`config.mk`:
```
export PLATFORM = sky130hd
export DESIGN_NAME = xres_filter_mc
export DESIGN_NICKNAME = d
export VERILOG_FILES = /design/src/rtl/xres_filter_mc.sv
export SDC_FILE = /design/constraint.sdc
export NUM_CORES = 1
export LEC_CHECK = 0
export BUFFER_PORTS_ARGS = -buffer_cell sky130_fd_sc_hd__buf_2
export CORE_MARGIN = 2
export CORE_UTILIZATION = 30
export DETAILED_ROUTE_END_ITERATION = 8
export SYNTH_ARGS = -nofsm -noshare
export SYNTH_HDL_FRONTEND = slang
export SYNTH_SLANG_ARGS = --single-unit
```
`constraint.sdc`:
```
create_clock -name clk -period 2.7 [get_ports clk]
set_clock_uncertainty 0.1 [all_clocks]
set_input_delay 0.135 -clock clk [delete_from_list [all_inputs] [get_ports clk]]
set_output_delay 0.135 -clock clk [all_outputs]
set_load 0.02 [all_outputs]
```
`src/rtl/xres_filter_mc.sv`:
```
// xres_filter_mc: multi-channel reset conditioner.
// Per channel: input select, synchroniser, debounce with pulse rejection,
// enable / power-good gating and a stretched release of an active-low reset.
// Optional feature macro: XRES_FILTER_GLITCH_CNT_EN builds glitch_o and the
// saturating per-channel glitch counters; without it they read as zero.
module xres_filter_mc #(
    parameter int NCH         = 2,
    parameter int SYNC_STAGES = 2,
    parameter int FILT_W      = 8,
    parameter int STRETCH_W   = 8
) (
    input  logic                 clk,
    input  logic                 rst_n,
    input  logic [NCH-1:0]       pad_i,
    input  logic [NCH-1:0]       filt_in_i,
    input  logic [NCH-1:0]       inp_sel_i,
    input  logic [NCH-1:0]       enable_i,
    input  logic                 pwr_good_i,
    input  logic [FILT_W-1:0]    filt_len_i,
    input  logic [STRETCH_W-1:0] stretch_len_i,
    input  logic                 clr_cnt_i,
    output logic [NCH-1:0]       xres_n_o,
    output logic [NCH-1:0]       glitch_o,
    output logic [8*NCH-1:0]     glitch_cnt_o
);

    typedef enum logic [1:0] {
        ST_ASSERT  = 2'd0,
        ST_STRETCH = 2'd1,
        ST_RELEASE = 2'd2
    } rel_state_e;

    logic [FILT_W-1:0] len_eff_s;

    // A zero debounce length behaves as one so a level change always needs one sample.
    always_comb begin
        if (filt_len_i == {FILT_W{1'b0}}) begin
            len_eff_s = FILT_W'(1'b1);
        end else begin
            len_eff_s = filt_len_i;
        end
    end

`ifndef XRES_FILTER_GLITCH_CNT_EN
    logic unused_clr_s;
    assign unused_clr_s = clr_cnt_i;
`endif

    genvar k;
    generate
        for (k = 0; k < NCH; k++) begin : g_ch
            logic                 raw_s;
            logic [SYNC_STAGES-1:0] sync_r;
            logic                 s_s;
            logic                 f_r;
            logic [FILT_W-1:0]    dc_r;
            logic [FILT_W:0]      dc_inc_s;
            logic                 accept_s;
            logic                 reject_s;
            logic                 ok_s;
            rel_state_e           state_r;
            rel_state_e           state_nxt_s;
            logic [STRETCH_W-1:0] sc_r;
            logic [STRETCH_W-1:0] sc_nxt_s;

            assign raw_s = inp_sel_i[k] ? filt_in_i[k] : pad_i[k];
            assign s_s   = sync_r[SYNC_STAGES-1];
            assign ok_s  = f_r & enable_i[k] & pwr_good_i;

            // Synchroniser shift chain for the selected raw level.
            always_ff @(posedge clk or negedge rst_n) begin
                if (!rst_n) begin
                    sync_r <= {SYNC_STAGES{1'b0}};
                end else begin
                    sync_r <= {sync_r[SYNC_STAGES-2:0], raw_s};
                end
            end

            // Decide whether a mismatch run is long enough to accept, or ended early.
            always_comb begin
                dc_inc_s = {1'b0, dc_r} + {{FILT_W{1'b0}}, 1'b1};
                accept_s = 1'b0;
                reject_s = 1'b0;
                if (s_s != f_r) begin
                    if (dc_inc_s >= {1'b0, len_eff_s}) begin
                        accept_s = 1'b1;
                    end else begin
                        accept_s = 1'b0;
                    end
                end else begin
                    if (dc_r != {FILT_W{1'b0}}) begin
                        reject_s = 1'b1;
                    end else begin
                        reject_s = 1'b0;
                    end
                end
            end

            // Accepted level and mismatch-run counter.
            always_ff @(posedge clk or negedge rst_n) begin
                if (!rst_n) begin
                    f_r  <= 1'b0;
                    dc_r <= {FILT_W{1'b0}};
                end else if (accept_s) begin
                    f_r  <= s_s;
                    dc_r <= {FILT_W{1'b0}};
                end else if (s_s != f_r) begin
                    dc_r <= dc_inc_s[FILT_W-1:0];
                end else begin
                    dc_r <= {FILT_W{1'b0}};
                end
            end

            // Release state register and stretch counter.
            always_ff @(posedge clk or negedge rst_n) begin
                if (!rst_n) begin
                    state_r <= ST_ASSERT;
                    sc_r    <= {STRETCH_W{1'b0}};
                end else begin
                    state_r <= state_nxt_s;
                    sc_r    <= sc_nxt_s;
                end
            end

            // Release sequencing: any loss of ok drops straight back to ASSERT.
            always_comb begin
                state_nxt_s = state_r;
                sc_nxt_s    = sc_r;
                case (state_r)
                    ST_ASSERT: begin
                        if (ok_s) begin
                            state_nxt_s = ST_STRETCH;
                            sc_nxt_s    = stretch_len_i;
                        end else begin
                            state_nxt_s = ST_ASSERT;
                        end
                    end
                    ST_STRETCH: begin
                        if (!ok_s) begin
                            state_nxt_s = ST_ASSERT;
                        end else if (sc_r == {STRETCH_W{1'b0}}) begin
                            state_nxt_s = ST_RELEASE;
                        end else begin
                            sc_nxt_s = sc_r - STRETCH_W'(1'b1);
                        end
                    end
                    ST_RELEASE: begin
                        if (!ok_s) begin
                            state_nxt_s = ST_ASSERT;
                        end else begin
                            state_nxt_s = ST_RELEASE;
                        end
                    end
                    default: begin
                        state_nxt_s = ST_ASSERT;
                        sc_nxt_s    = {STRETCH_W{1'b0}};
                    end
                endcase
            end

            // Power-good gates the output directly so its loss needs no clock edge.
            assign xres_n_o[k] = (state_r == ST_RELEASE) & pwr_good_i;

`ifdef XRES_FILTER_GLITCH_CNT_EN
            logic       glitch_r;
            logic [7:0] cnt_r;

            // One-cycle flag for each rejected pulse.
            always_ff @(posedge clk or negedge rst_n) begin
                if (!rst_n) begin
                    glitch_r <= 1'b0;
                end else begin
                    glitch_r <= reject_s;
                end
            end

            // Saturating glitch count; a clear beats a simultaneous increment.
            always_ff @(posedge clk or negedge rst_n) begin
                if (!rst_n) begin
                    cnt_r <= 8'h00;
                end else if (clr_cnt_i) begin
                    cnt_r <= 8'h00;
                end else if (glitch_r && (cnt_r != 8'hFF)) begin
                    cnt_r <= cnt_r + 8'd1;
                end else begin
                    cnt_r <= cnt_r;
                end
            end

            assign glitch_o[k]           = glitch_r;
            assign glitch_cnt_o[8*k +: 8] = cnt_r;
`else
            logic unused_reject_s;
            assign unused_reject_s        = reject_s;
            assign glitch_o[k]            = 1'b0;
            assign glitch_cnt_o[8*k +: 8] = 8'h00;
`endif
        end
    endgenerate

endmodule
```
==> results of run 1 <==
-- timing repair --
| item | in CTS | in global routing |
|---|---|---|
| endpoints found under the setup margin | 0 | 8 |
| endpoints found under the hold margin | 44 | 0 |
| buffers inserted | 0 | 1 |
| hold buffers | 5 | 0 |
-- worst max-delay path, stage by stage (launching register included) --
cell      delay, ps
dfrtp_1         430
ha_1            210
nand3_1         130
nor2_1          160
xor2_1          200
ha_1            270
a21oi_1         120
o221ai_1        130
a211oi_2        220
mux2_1          350
-- layer usage --
metal	vias up	wire (um)
met2	30	2867
met1	1081	2781
met5	-	0
met4	0	63
met3	7	172
li1	1139	-
-- final cells by class --
type | instances | area, um2 | area share, %
clock buffers | 6 | 82.58 | 2.517
clock inverters | 1 | 30.03 | 0.9153
inverters | 23 | 86.33 | 2.632
multi-input cells | 237 | 1634 | 49.81
flip-flops and latches | 42 | 1051 | 32.04
well taps | 129 | 161.4 | 4.920
repair buffers | 39 | 235.2 | 7.170
-- worst min-delay path by stage --
stage / endpoint / slack, ps / cells after the start
after global placement: g_ch[0].sync_r[1]$_DFF_PN0_ / 230 / 0
final: g_ch[0].sc_r[7]$_DFFE_PN0P_ / 40 / 3
after detailed placement: g_ch[0].sync_r[1]$_DFF_PN0_ / 230 / 0
after floorplan: g_ch[0].dc_r[0]$_DFF_PN0_ / -260 / 0
after global routing: g_ch[0].sc_r[7]$_DFFE_PN0P_ / 40 / 3
after CTS: g_ch[0].sc_r[7]$_DFFE_PN0P_ / 30 / 3
-- cells in the mapped netlist, types with 3 or more instances --
| master | instances |
|---|---|
| nor3_1 | 5 |
| a21oi_1 | 19 |
| and3_1 | 9 |
| xnor2_1 | 7 |
| buf_4 | 19 |
| ha_1 | 30 |
| o221ai_1 | 3 |
| nor2b_1 | 12 |
| dfrtp_1 | 42 |
| inv_1 | 22 |
| a211o_1 | 4 |
| nand3_1 | 16 |
| xor2_1 | 7 |
| nand4_1 | 7 |
| o21ai_0 | 5 |
| nand2b_1 | 4 |
| mux2i_1 | 4 |
| nor2_1 | 19 |
| nand2_1 | 27 |
| clkbuf_1 | 5 |
| o211ai_1 | 4 |
-- power breakdown --
part | switching, W | internal [W]
clock network | 0.000212 | 0.000296
registers | 0.000197 | 0.000801
logic | 0.000476 | 0.000370
total | 0.000885 | 0.00147
-- kinds of logic (layout without fill, tap and decap cells) --
group | count (synthesis) | in the layout
AO/OA/AOI/OAI | 58 | 58
AND/OR/NAND/NOR | 109 | 109
buffers and inverters | 49 | 69
multiplexers | 8 | 8
XOR/XNOR | 14 | 14
flip-flops | 42 | 42
other | 1 | 18
adder cells (fa/ha/maj) | 30 | 30
-- through the flow --
| stage | total power (W) | cells | hold slack (ps) |
|---|---|---|---|
| after floorplan | 0.001625 | 328 | -260.6 |
| after global placement | 0.001805 | 464 | 233.6 |
| after detailed placement | 0.001845 | 464 | 234.7 |
| after CTS | 0.002369 | 476 | 32.26 |
| after global routing | 0.002547 | 477 | 44.31 |
| final | 0.002352 | 477 | 39.21 |
-- flip-flops by register name (all words and copies together), names as in the netlist --
signal / count
g_ch.dc_r: 16
g_ch.f_r: 2
g_ch.sc_r: 16
g_ch.state_r: 4
g_ch.sync_r: 4
==> results.txt, run 1 <==
Critical path class - reg2reg
Fillers - 971
CTS tree - built
First-pass GRT wire length - 10030 um
R2r setup slk - 250 ps
Chip Width - 102.1 um
Ports - 48
Busiest grt layer - met2
Clk sinks - 42
EDFF count, synth - 0
Critical path peak fanout - 5
Commonest non-fill, non-tap cells in the layout - dfrtp_1 (42), ha_1 (30), buf_2 (28)
Worst slew pin tran - 955.8 ps
Top-area cell type share of the netlist area - 36.43%
Mux cell area share after synthesis - 2.949%
I/O Buffers - 28
Design area - 3281 um2
Dominant synthesized flop cell - dfrtp_1
Worst flop-to-flop path startpoint - g_ch[1].dc_r[0]$_DFF_PN0_
Synth unique cells - 52
CTS clk-pin slew, worst paths - 80 ps
Drt via density - 4.732
Met3 usage - 2.668%
Register area share after synthesis - 36.43%
Fmax - 408.9 MHz
Adder-cell share of the synthesized area - 13.01%
Async SR Flop Fraction - 100.0%
Core ar. - 9284 um2
Syn. warnings - 0
# setup viols final - 0
RSZ-0062 raised after global routing - false
Leakage Power - 1.652 nW
Crit. End Element - flop
CP endpoint - g_ch[1].f_r$_DFFE_PN0P_
Setup TNS - 0 ps
TritonCTS Buffers - 5
Worst slew margin - 36.28%
Pre-CTS setup slack - 256.4 ps
Die Footprint - 10420 um2
Maximum root-to-sink buffer count - 2
Die height - 102.1 um
Clock latency on the worst-skew pair - 290 ps
GRT met1 Usage - 15.83%
Vias - 2257
Final setup margin - 254.4 ps
Synth Area in Compound Gates - 14.31%
Routed length per instance - 12.34 um
Worst endpoint required time - 2780 ps
Number of nets with antenna violations after routing - 0
Fin. Hold Viols - 0
Synth top area cells - dfrtp_1 (36%), ha_1 (13%), buf_4 (4.9%)
HPWL Detailed - 4586 um
Dominant cell type by area after synthesis - dfrtp_1
Peak supply drop - 0.2167 mV
Post-Syn Area - 2885 um2
Reg-to-Reg End - g_ch[1].f_r$_DFFE_PN0P_
Final GP Congestion - 0.8046
CP Launch Type - flop
HP Class - in2reg
Drt total wl - 5885 um
Share of cells above drive strength 1 - 13.79%
Htree depth - 2
All-Layer GR Usage - 11.92%
Post-synthesis simple-gate area fraction - 19.77%
Antenna cell count - 0
Max-cap violation count - 0
Post-synthesis xor/xnor area fraction - 4.250%
Gr ovfl total - 0
Min-delay src - stretch_len_i[7]
Largest family of logic cells by synthesized area - simple AND/OR/NAND/NOR gates
Initial antenna violation count - 0
Vias in the first global route - 2179
Fin util - 35.34%
Synth Register Bits - 42
DRC violations left - 0
Synth Instances - 311
Status - complete, no violations
Cell row count - 35
Crit path DAT - 2520 ps
Crit path launch - g_ch[1].dc_r[0]$_DFF_PN0_
Layout area overhead - 13.70%
Area post-placement - 3110 um2
CTS resizes - 0
Largest net degree at the start of global routing - 43
Drt first pass iters - 4
Post-route minimum period - 2446 ps
Fin crit share - 90.58%
Worst r2r path cells - 9
Clk root buf - clkbuf_8
Met2 usage - 19.84%
Final nets - 406
Pwr Density - 716.8 nW/um2
Iteration-0 DRC count of the detailed router - 67
Starting Density - 31.08%
Slew Viols, Final - 0
Commonest non-fill, non-tap cell in the layout - dfrtp_1
Syn Area/Cell - 9.277 um2
Note: power is estimated with default switching activity, not from simulation.
==> run 2: changes to the inputs <==
- CORE_MARGIN: 2 -> 4
==> run 2 against run 1 <==
  * Fmax fell by 1.6%
  * Power fell by 5.0%
  * Hold slack got worse by 21 ps
  * Cell area fell by 1.1%
  * Wire length fell by 1.5%
  * Largest cell class unchanged
  * Sequential power fell by 0.5%
  * Via count fell by 1.9%
  * Non-clock buffer count fell by 3
==> results.txt, run 2 (synthesis gave the netlist of run 1 again) <==
First-pass GRT wire length - 9749 um (-2.8%)
Fin crit share - 92.04% (+1.5 points)
Worst slew pin tran - 926.1 ps (-29.62 ps)
Die Footprint - 11250 um2 (+8.0%)
Multi-input logic area - 1634 um2 (unchanged)
Critical path's most frequent cell - ha_1
CTS clk-pin slew, worst paths - 80 ps (about the same)
Critical path peak fanout - 5 (unchanged)
Layout Cells excl Fill - 475 (-0.42%)
Leakage Power - 1.631 nW (-1.2%)
Commonest non-fill, non-tap cell in the layout - dfrtp_1
Vias - 2214 (-1.9%)
Pwr Density - 688.5 nW/um2 (-3.9%)
Layout area overhead - 12.40%
Starting Density - 31.08% (unchanged)
Peak supply drop - 0.1967 mV (-9.2%)
Die height - 106.1 um (+3.9%)
CTS tree - built
Maximum root-to-sink buffer count - 2 (unchanged)
Htree depth - 2 (unchanged)
Drt via density - 4.661 (-1.5%)
Clk sinks - 42 (unchanged)
Status - complete, no violations
I/O Buffers - 28 (unchanged)
Fillers - 974 (+0.31%)
CP Launch Type - flop
Clk root buf - clkbuf_8
All-Layer GR Usage - 10.54% (-1.4 points)
Worst path depth - 9 (unchanged)
DRC violations left - 0 (unchanged)
Largest registers - g_ch.dc_r: 16 flops, g_ch.sc_r: 16 flops
Pre-CTS setup slack - 194.7 ps (-61.79 ps)
HP Class - in2reg
Largest net degree at the start of global routing - 43 (unchanged)
Final setup margin - 214.8 ps (-39.59 ps)
Fin. Hold Viols - 0 (unchanged)
Crit-path cells - ha_1 > nand3_1 > nor2_1 > xor2_1 > ha_1 > a21oi_1 > o221ai_1 > a211oi_2 > mux2_1
Cell row count - 35 (unchanged)
Share of cells above drive strength 1 - 13.58% (-0.21 points)
Worst endpoint required time - 2780 ps (about the same)
Antenna cell count - 0 (unchanged)
Final nets - 403 (-0.74%)
Routed length per instance - 12.20 um (-1.1%)
Ports - 48 (unchanged)
Worst slew margin - 38.26% (+2.0 points)
Commonest non-fill, non-tap cells in the layout - dfrtp_1 (41), ha_1 (30), buf_2 (28)
Hold path cells - 2 (-1)
Max-cap violation count - 0 (unchanged)
Clock latency on the worst-skew pair - 290 ps (about the same)
Chip Width - 106.1 um (+3.9%)
HPWL Detailed - 4594 um (+0.17%)
Drt total wl - 5794 um (-1.5%)
Critical path class - reg2reg
RSZ-0062 raised after global routing - false
Core ar. - 9284 um2 (unchanged)
Final GP Congestion - 0.8195 (+1.9%)
Setup TNS - 0 ps (unchanged)
CP top delay family - compound AO/OA/AOI/OAI gates
TritonCTS Buffers - 5 (unchanged)
Worst path buffer plus inverter count - 0 (unchanged)
# setup viols final - 0 (unchanged)
Crit. End Element - flop
Slowest cell delay on critical path - 410 ps (-20 ps)
Cell total after placement - 462 (-0.43%)
Gr ovfl total - 0 (unchanged)
Fmax - 402.4 MHz (-1.6%)
Hold Slack - 18.60 ps (-20.61 ps)
Worst path slowest cell - dfrtp_2
Worst r2r path cells - 9 (unchanged)
Storage cell area - 1052 um2 (+0.12%)
Post-route minimum period - 2485 ps (+39.59 ps)
Slew Viols, Final - 0 (unchanged)
Crit path DAT - 2570 ps (+50 ps)
Total power - 0.002233 W (-5.0%)
Vias in the first global route - 2105 (-3.4%)
Number of nets with antenna violations after routing - 0 (unchanged)
Initial antenna violation count - 1 (+1)
Iteration-0 DRC count of the detailed router - 116 (+73%)
Drt first pass iters - 4 (unchanged)
-- run 2: changes by cell type in the layout (fill, tap and decap cells not counted), sizes merged --
cell and delta:
buf -2, clkinv +2, dlygate4sd3 -1, bufinv -1
-- run 2: worst register-to-register path: cells and delay by family, from the launching register on --
kind	cells	cell delay [ps]
mux	1	350
xor+xnor	1	240
simple gates	2	290
compound gates	3	510
fa+ha+maj	2	490
flops	1	410
-- run 2: what timing repair did --
action,CTS,global route
resized for setup,0,1
hold buffers,4,0
hold endpoints to repair,44,0
setup buffers,0,1
endpoints found under the setup margin,0,6
-- run 2: layer usage --
layer | vias to the layer above | part of all wire [%] | global-route usage (%)
li1 | 1134 | - | -
met1 | 1040 | 47 | 13.58
met2 | 30 | 48 | 17.76
met3 | 8 | 3.1 | 2.125
met4 | 2 | 1.5 | 3.330
met5 | - | 0.21 | 0
-- run 2: where the power goes --
part	internal (W)	switching, W	total (W)
registers	0.000802	0.000190	0.000993
clock network	0.000183	0.000216	0.000399
logic	0.000369	0.000472	0.000841
total	0.00135	0.000879	0.00223
-- run 2: area by class of cell --
type	instances	area share (%)
clock inverter	2	0.4244
multi-input combinational	237	50.39
tap	129	4.977
inverter	23	2.662
timing repair buffer	36	6.867
sequential	42	32.45
clock buffer	6	2.238
-- run 2: path summary, 6_finish.rpt --
check / startpoint / to / slack [ps]
worst max-delay path: g_ch[1].dc_r[0]$_DFF_PN0_ / g_ch[1].f_r$_DFFE_PN0P_ / 210
worst min-delay path: inp_sel_i[1] / g_ch[1].sync_r[0]$_DFF_PN0_ / 20
worst max register to register: g_ch[1].dc_r[0]$_DFF_PN0_ / g_ch[1].f_r$_DFFE_PN0P_ / 210
worst min register to register: g_ch[0].sync_r[0]$_DFF_PN0_ / g_ch[0].sync_r[1]$_DFF_PN0_ / 250
max in group asynchronous: rst_n / g_ch[1].dc_r[0]$_DFF_PN0_ / 1450
min in group asynchronous: rst_n / g_ch[1].sc_r[1]$_DFFE_PN0P_ / 410
-- run 2: stage by stage --
stage / instance area (um2) / util (%)
2_1_floorplan: 2949 / -
3_5_place_dp: 3108 / 33.48
5_1_grt: 3243 / 34.93
4_1_cts: 3234 / 34.84
6_report: 3243 / 34.93
3_3_place_gp: 3108 / 33.48
